`src/rtl/mult_rr_arbiter.sv`:
```
// ----------------------------------------------------------------------------
// mult_rr_arbiter
//   Shares one combinational 8x8 unsigned multiplier among NUM_REQ requesters.
//   A round-robin grant picks one valid requester per cycle. Its operands are
//   multiplied and the 16-bit product is captured in a single response
//   register, tagged with the requester index.
//
// Ports:
//   clk        - clock, all state updates on the rising edge
//   rst_n      - synchronous active-low reset
//   req_valid  - per-requester request valid            [NUM_REQ]
//   req_ready  - per-requester accept, one-hot or zero  [NUM_REQ]
//   req_in1    - packed multiplicands, 8 bits each      [8*NUM_REQ]
//   req_in2    - packed multipliers, 8 bits each        [8*NUM_REQ]
//   resp_valid - response register holds a product
//   resp_ready - consumer accepts the response
//   resp_id    - requester index of the response        [ID_W]
//   resp_data  - unsigned product in1*in2               [16]
//   busy       - response register occupied (same as resp_valid)
// ----------------------------------------------------------------------------
module mult_rr_arbiter #(
    parameter int NUM_REQ = 4,
    parameter int ID_W    = 2
) (
    input  logic                   clk,
    input  logic                   rst_n,
    input  logic [NUM_REQ-1:0]     req_valid,
    output logic [NUM_REQ-1:0]     req_ready,
    input  logic [8*NUM_REQ-1:0]   req_in1,
    input  logic [8*NUM_REQ-1:0]   req_in2,
    output logic                   resp_valid,
    input  logic                   resp_ready,
    output logic [ID_W-1:0]        resp_id,
    output logic [15:0]            resp_data,
    output logic                   busy
);

    localparam logic [0:0] ST_EMPTY = 1'b0;
    localparam logic [0:0] ST_FULL  = 1'b1;

    logic [0:0]      state_r;
    logic [ID_W-1:0] rr_ptr_r;
    logic [ID_W-1:0] resp_id_r;
    logic [15:0]     resp_data_r;

    logic            resp_valid_s;
    logic            can_accept_s;
    logic            grant_found_s;
    logic [ID_W-1:0] grant_idx_s;
    logic            hi_found_s;
    logic [ID_W-1:0] hi_idx_s;
    logic [ID_W-1:0] any_idx_s;
    logic            accept_s;
    logic [7:0]      in1_s;
    logic [7:0]      in2_s;
    logic [15:0]     product_s;
    logic [ID_W-1:0] next_ptr_s;

    assign resp_valid_s = (state_r == ST_FULL);
    // A drain in the same cycle frees the register, giving one product per cycle.
    assign can_accept_s = !resp_valid_s || resp_ready;

    // Round-robin search: the lowest valid index at or above rr_ptr wins;
    // if none exists the search wraps and the lowest valid index overall wins.
    // Scanning downward lets the last hit be the lowest index.
    always_comb begin
        grant_found_s = 1'b0;
        hi_found_s    = 1'b0;
        hi_idx_s      = {ID_W{1'b0}};
        any_idx_s     = {ID_W{1'b0}};
        for (int i = NUM_REQ - 1; i >= 0; i--) begin
            if (req_valid[i]) begin
                grant_found_s = 1'b1;
                any_idx_s     = ID_W'(i);
                if (i >= int'(rr_ptr_r)) begin
                    hi_found_s = 1'b1;
                    hi_idx_s   = ID_W'(i);
                end else begin
                    hi_found_s = hi_found_s;
                end
            end else begin
                grant_found_s = grant_found_s;
            end
        end
        if (hi_found_s) begin
            grant_idx_s = hi_idx_s;
        end else begin
            grant_idx_s = any_idx_s;
        end
    end

    // Operand mux: route the granted requester's operands to the multiplier.
    always_comb begin
        in1_s = 8'h00;
        in2_s = 8'h00;
        for (int i = 0; i < NUM_REQ; i++) begin
            if (ID_W'(i) == grant_idx_s) begin
                in1_s = req_in1[i*8 +: 8];
                in2_s = req_in2[i*8 +: 8];
            end else begin
                in1_s = in1_s;
            end
        end
    end

    assign product_s = {8'h00, in1_s} * {8'h00, in2_s};
    assign accept_s  = rst_n && grant_found_s && can_accept_s;

    // Ready goes only to the granted requester, and never while in reset.
    always_comb begin
        req_ready = {NUM_REQ{1'b0}};
        if (accept_s) begin
            req_ready[grant_idx_s] = 1'b1;
        end else begin
            req_ready = {NUM_REQ{1'b0}};
        end
    end

    // Pointer moves to the requester just after the winner, wrapping at NUM_REQ.
    always_comb begin
        if (grant_idx_s == ID_W'(NUM_REQ - 1)) begin
            next_ptr_s = {ID_W{1'b0}};
        end else begin
            next_ptr_s = grant_idx_s + ID_W'(1'b1);
        end
    end

    // Response register and round-robin pointer.
    always_ff @(posedge clk) begin
        if (!rst_n) begin
            state_r     <= ST_EMPTY;
            rr_ptr_r    <= {ID_W{1'b0}};
            resp_id_r   <= {ID_W{1'b0}};
            resp_data_r <= 16'h0000;
        end else begin
            case (state_r)
                ST_EMPTY, ST_FULL: begin
                    if (accept_s) begin
                        state_r     <= ST_FULL;
                        rr_ptr_r    <= next_ptr_s;
                        resp_id_r   <= grant_idx_s;
                        resp_data_r <= product_s;
                    end else if (resp_valid_s && resp_ready) begin
                        // Drain only: id and data keep their last values.
                        state_r <= ST_EMPTY;
                    end else begin
                        state_r <= state_r;
                    end
                end
                default: begin
                    state_r <= ST_EMPTY;
                end
            endcase
        end
    end

    assign resp_valid = resp_valid_s;
    assign busy       = resp_valid_s;
    assign resp_id    = resp_id_r;
    assign resp_data  = resp_data_r;

endmodule

```
`config.mk`:
```
export PLATFORM = sky130hd
export DESIGN_NAME = mult_rr_arbiter
export DESIGN_NICKNAME = d
export VERILOG_FILES = /design/src/rtl/mult_rr_arbiter.sv
export SDC_FILE = /design/constraint.sdc
export NUM_CORES = 1
export LEC_CHECK = 0
export ABC_AREA = 1
export CAP_MARGIN = 15
export CORE_MARGIN = 2
export CORE_UTILIZATION = 52
export DETAILED_ROUTE_END_ITERATION = 10
export PLACE_DENSITY = 0.95
export SYNTH_ARGS = -nofsm -noshare
export SYNTH_HDL_FRONTEND = slang
export SYNTH_SLANG_ARGS = --single-unit
```
`constraint.sdc`:
```
create_clock -name clk -period 7.6 [get_ports clk]
set_input_delay 0.76 -clock clk [delete_from_list [all_inputs] [get_ports clk]]
set_output_delay 0.76 -clock clk [all_outputs]
set_load 0.05 [all_outputs]
```
; ---- Yosys cells after proc, flatten, opt, wreduce, memory -nomap -nowiden
; Cells that the tools add are included.
[totals]
regBits = 21
in_bits = 71
out_inout_bits = 24
word_cells = 58
[op_classes]
addsub = 1
n_mul = 1
n_lt_le_gt_ge = 5
n_eq_ne = 4
muxes = 35
reduce_logical = 8
[ops]
columns = cell, n
row1 = two-way mux 8 bit, 8
row2 = two-way mux 2 bit, 12
row3 = multiplier 8 x 8 -> 16 bit, 1
row4 = two-way mux 1 bit, 13
row5 = == test 2 bit (first input constant), 2
row6 = greater-or-equal comparator 1 x 2 -> 1 bit (first input constant), 2
row7 = logical AND 1 bit, 4
row8 = two-way mux 4 bit, 1
row9 = less-than comparator 2 x 3 -> 1 bit (second input constant), 1
row10 = adder 2 x 1 -> 2 bit (second input constant), 1
row11 = demux 1 bit (select 2 bit), 1
row12 = == test 1 x 2 -> 1 bit (first input constant), 1
row13 = == test 2 bit (second input constant), 1
row14 = greater-or-equal comparator 2 x 1 -> 1 bit (second input constant), 1
row15 = greater-or-equal comparator 2 bit (first input constant), 1
row16 = logical NOT 2 bit, 1
row17 = nonzero test 2 bit, 1
row18 = logical NOT 1 bit, 1
row19 = logical OR 1 bit, 1

; ---- Depth between registers and ports, before layout
[depth]
ltp_word = 14
depth_mapped = 33
mapped_depth_nobuf = 32

; ---- Worst setup path after synthesis
; No wires, ideal clock.
[synth_timing]
kind = input -> register
from = input req_valid[0]
to = register resp_data_r[9] (netlist: resp_data[9])
setup_time_ns = 0.119
arrival_time_ns = 5.391
required_time_ns = 7.481
slack_ns = 2.089
cell_stages = 29
path_buffers = 2
cell_sequence = inv_1 -> nor3_1 -> a21oi_1 -> nand3_1 -> nand2_1 -> inv_1 -> ha_1 -> buf_6 -> buf_6 -> a21oi_1 -> nand2_1 -> a22oi_4 -> inv_1 -> nand2_1 -> fa_1 -> fa_1 -> inv_1 -> fa_1 -> inv_1 -> fa_1 -> inv_1 -> ha_1 -> nand2_1 -> inv_1 -> nand2_1 -> nand2_1 -> a21oi_1 -> xor2_1 -> o21bai_1
[synth_between]
elab_chain_len = 8
elab_cells_between_ends = 20
cone_classes = 1 x mul / 3 x eq/ne / 13 x mux / 3 x reduce/logical
[synth_rtl]
columns = item, line_no
row1 = from (decl), 27  ; input logic [NUM_REQ-1:0] req_valid,
row2 = two-way mux 2 bit / two-way mux 1 bit (equally long branches), 72  ; if (req_valid[i]) begin
row3 = two-way mux 2 bit (*), 85  ; if (hi_found_s) begin
row4 = net grant_idx_s[0], 49  ; logic [ID_W-1:0] grant_idx_s;
row5 = logical NOT 2 bit, 97  ; if (ID_W'(i) == grant_idx_s) begin
row6 = two-way mux 8 bit (4 in series), 97
row7 = multiplier 8 x 8 -> 16 bit (*), 106  ; assign product_s = {8'h00, in1_s} * {8'h00, in2_s};
row8 = to (signal assigned), 142  ; resp_data_r <= product_s;
row9 = to (decl), 44  ; logic [15:0] resp_data_r;
; The timed path passes the listed nets; every way through them passes the cells marked *.
; A chain may end at the register's enable or synchronous reset.

; ---- Worst setup path in the final report
; Same ends and word-level chain as after synthesis.

==> flow_metrics.py <==
metrics = {
    "routing": {
        "drtAntennaViolNets": 0,
        "wirelength_um": 10600,
        "routedWlPerCell_um": 14.0,
        "vias": 3915,
        "via_per_inst": 5.20,
        "drt-initial-drc-count": 154,
        "first_pass_iters": 4,
        "post-route-drc-count": 0,
    },
    "worst_setup_path": {
        "arrival_ns": 6.79,
        "endpoint_kind": "flop",
        "regToRegEndpoint": "resp_data[9]$_SDFFE_PN0P_",
        "crit_end": "resp_data[9]$_SDFFE_PN0P_",
        "critPathSlowestCell": "ha_1",
        "crit_path_max_incr_delay_ns": 0.67,
        "r2r_slack_ns": 1.60,
        "required_ns": 7.74,
        "worstSetupPathType": "in -> reg",
        "rr_startpoint": "rr_ptr_r[1]$_SDFFE_PN0P_",
        "crit_top_cell": "inv_1",
        "start_kind": "input port",
        "path_max_fanout": 17,
        "r2r_cells": 26,
        "crit_start": "req_valid[0]",
    },
    "synth": {
        "synthTopCellsByCount": "140 x nand2_1, 119 x inv_1, 54 x nor2_1",
        "yosys.area.top_type": "fa_1",
        "synth_most_common_cell": "nand2_1",
        "synth_top_area_frac": 0.183,
        "syn_inst": 573,
        "ys.flop_type": "dfxtp_1",
        "async_flop_share": 0,
        "syn_area_per_cell_um2": 6.87,
        "ys_types": 34,
        "yosysWarnings": 0,
        "synth_area_um2": 3930,
        "synth-seq-cells": 21,
        "ys_seq_area_frac": 0.107,
        "synth_area_leaders": "fa_1 18%, nand2_1 13%, ha_1 13%",
        "synth_nets": 720,
        "synth-edff-count": 0,
    },
    "pwr": {
        "peakVddDrop_uv": 413,
        "leakagePower_nw": 2.66,
        "p_per_area_nw_per_um2": 355,
    },
    "place": {
        "dp_hpwl_um": 8820,
        "gp_congestion": 1.01,
        "portBuffers": 94,
    },
    "cts": {
        "clockBufferDepth": 2,
        "cts_buffers": 3,
        "insertion_delay_ns": 0.26,
        "tritoncts": "yes",
        "postCtsHoldBufs": 0,
        "cts_sinks": 21,
        "cts-htree-levels": 1,
        "root_buffer": "clkbuf_8",
        "cts_post_setup_buffers_inserted": 0,
        "clk_pin_slew_ns": 0.07,
        "cts_resized": 0,
    },
    "global_route": {
        "globalRouteTotalUtil": 0.261,
        "overflow": 0,
        "antenna_found_initial": 0,
        "grt_pass1_wl_um": 18100,
        "grt_max_degree": 28,
        "grt_pass1_vias": 4033,
    },
    "timing": {
        "finClkSkew_ns": 0.00186,
        "tightest_slew_ns": 0.786,
        "fin_crit_ns": 6.65,
        "setup_viol": 0,
        "hold-worst-slack_ns": 0.480,
        "slew_headroom": 0.476,
        "hold_violations": 0,
        "fmax_ghz": 0.150,
        "finalSetupTns_ns": 0,
        "fin_crit_sh": 0.875,
        "rsz0062_at_grt": "no",
        "slew_viol_final": 0,
    },
    "floorplan": {
        "die_y_um": 91.0,
        "core_um2": 7290,
        "die_area_um2": 8280,
        "start_util": 0.539,
        "die_width_um": 91.0,
        "num_rows": 31,
        "io_pins": 95,
    },
    "cells_and_area": {
        "fillCellCount": 617,
        "antenna_cells": 0,
        "multi_input_area_um2": 2840,
        "fin_nets": 802,
        "drive_gt1_frac": 0.0703,
        "ff_latch_area_um2": 420,
        "area_delta_synth_final_pct": 24.2,
    },
    "hold_path": {
        "whs_path_depth": 2,
        "holdCritPathClass": "reg -> reg",
    },
    "outcome": {
        "status": "finished clean",
    },
    "run": {
        "cap_violations": 0,
    },
}
-- final cells by class --
cell class,instances,area share
Timing Repair Buffer,95,0.194
Clock buffer,4,0.00922
Multi-Input combinational cell,402,0.581
Inverter,132,0.104
Sequential cell,21,0.0860
Tap cell,99,0.0253
-- worst min path at each step --
| stage | end | start |
|---|---|---|
| global route | resp_data[5]$_SDFFE_PN0P_ | resp_data[5]$_SDFFE_PN0P_ |
| finish | resp_data[0]$_SDFFE_PN0P_ | resp_data[0]$_SDFFE_PN0P_ |
| global placement | resp_data[6]$_SDFFE_PN0P_ | resp_data[6]$_SDFFE_PN0P_ |
| CTS | resp_data[0]$_SDFFE_PN0P_ | resp_data[0]$_SDFFE_PN0P_ |
| detailed placement | resp_data[0]$_SDFFE_PN0P_ | resp_data[0]$_SDFFE_PN0P_ |
| floorplan | rr_ptr_r[0]$_SDFFE_PN0P_ | rr_ptr_r[0]$_SDFFE_PN0P_ |
-- cell families (layout without fill, tap and decap cells) --
| kind of cell | Yosys count | in the layout | synth area share |
|---|---|---|---|
| AOI/OAI and AO/OA | 69 | 69 | 0.135 |
| xor gates and xnor gates | 6 | 6 | 0.0134 |
| adders and majority gates | 76 | 76 | 0.310 |
| buffers and inverters | 150 | 231 | 0.171 |
| DFF | 21 | 21 | 0.107 |
| and+or+nand+nor | 251 | 251 | 0.264 |
-- cells in the final DEF (no fill, tap or decap), drive strengths merged, types with 2 or more instances in the layout --
cell           synthesis  routed
clkdlybuf4s50          0      94
o21ai                 17      17
a22oi                 12      12
xor2                   4       4
nand2                140     140
dfxtp                 21      21
a21oi                 35      35
fa                    36      36
a31oi                  2       2
clkbuf                 2       4
nand3                 40      40
nor2                  65      65
xnor2                  2       2
inv                  132     132
nand4                  4       4
ha                    40      40
-- worst max-delay path: cells and delay by family --
kind                     cells  cell delay [ns]
AO/OA/AOI/OAI                4             0.57
XOR/XNOR                     1             0.20
adder cells (fa/ha/maj)      6             3.11
buffers and inverters        9             1.13
AND/OR/NAND/NOR              9             1.03
-- flip-flops by register name, indices dropped and copies added (netlist names) --
register   flops
resp_id        2
resp_data     16
busy           1
rr_ptr_r       2
-- metrics by stage --
step | setup slack [ns] | utilization | total power, mW | cell area, um2 | cells
after floorplan | 2.09 | - | 1.28 | 3930 | 573
after global placement | 0.999 | 0.664 | 1.58 | 4840 | 749
after detailed placement | 0.713 | 0.664 | 1.63 | 4840 | 749
after CTS | 0.977 | 0.670 | 1.73 | 4890 | 753
after global routing | 0.309 | 0.670 | 1.94 | 4890 | 753
final | 0.949 | 0.670 | 1.74 | 4890 | 753
-- power breakdown --
group	switching [mW]	internal, mW
clock network	0.0358	0.0374
logic	0.952	0.549
registers	0.0178	0.145
total	1.01	0.732
-- metal layers --
metal | vias up | global-route usage | wire length [um]
met1 | 1823 | 0.325 | 4470
met4 | 0 | 0.0694 | 244
met3 | 25 | 0.0340 | 628
met2 | 160 | 0.475 | 5210
met5 | - | 0 | 0
li1 | 1907 | - | -
Power figures use the tool's default switching activity.
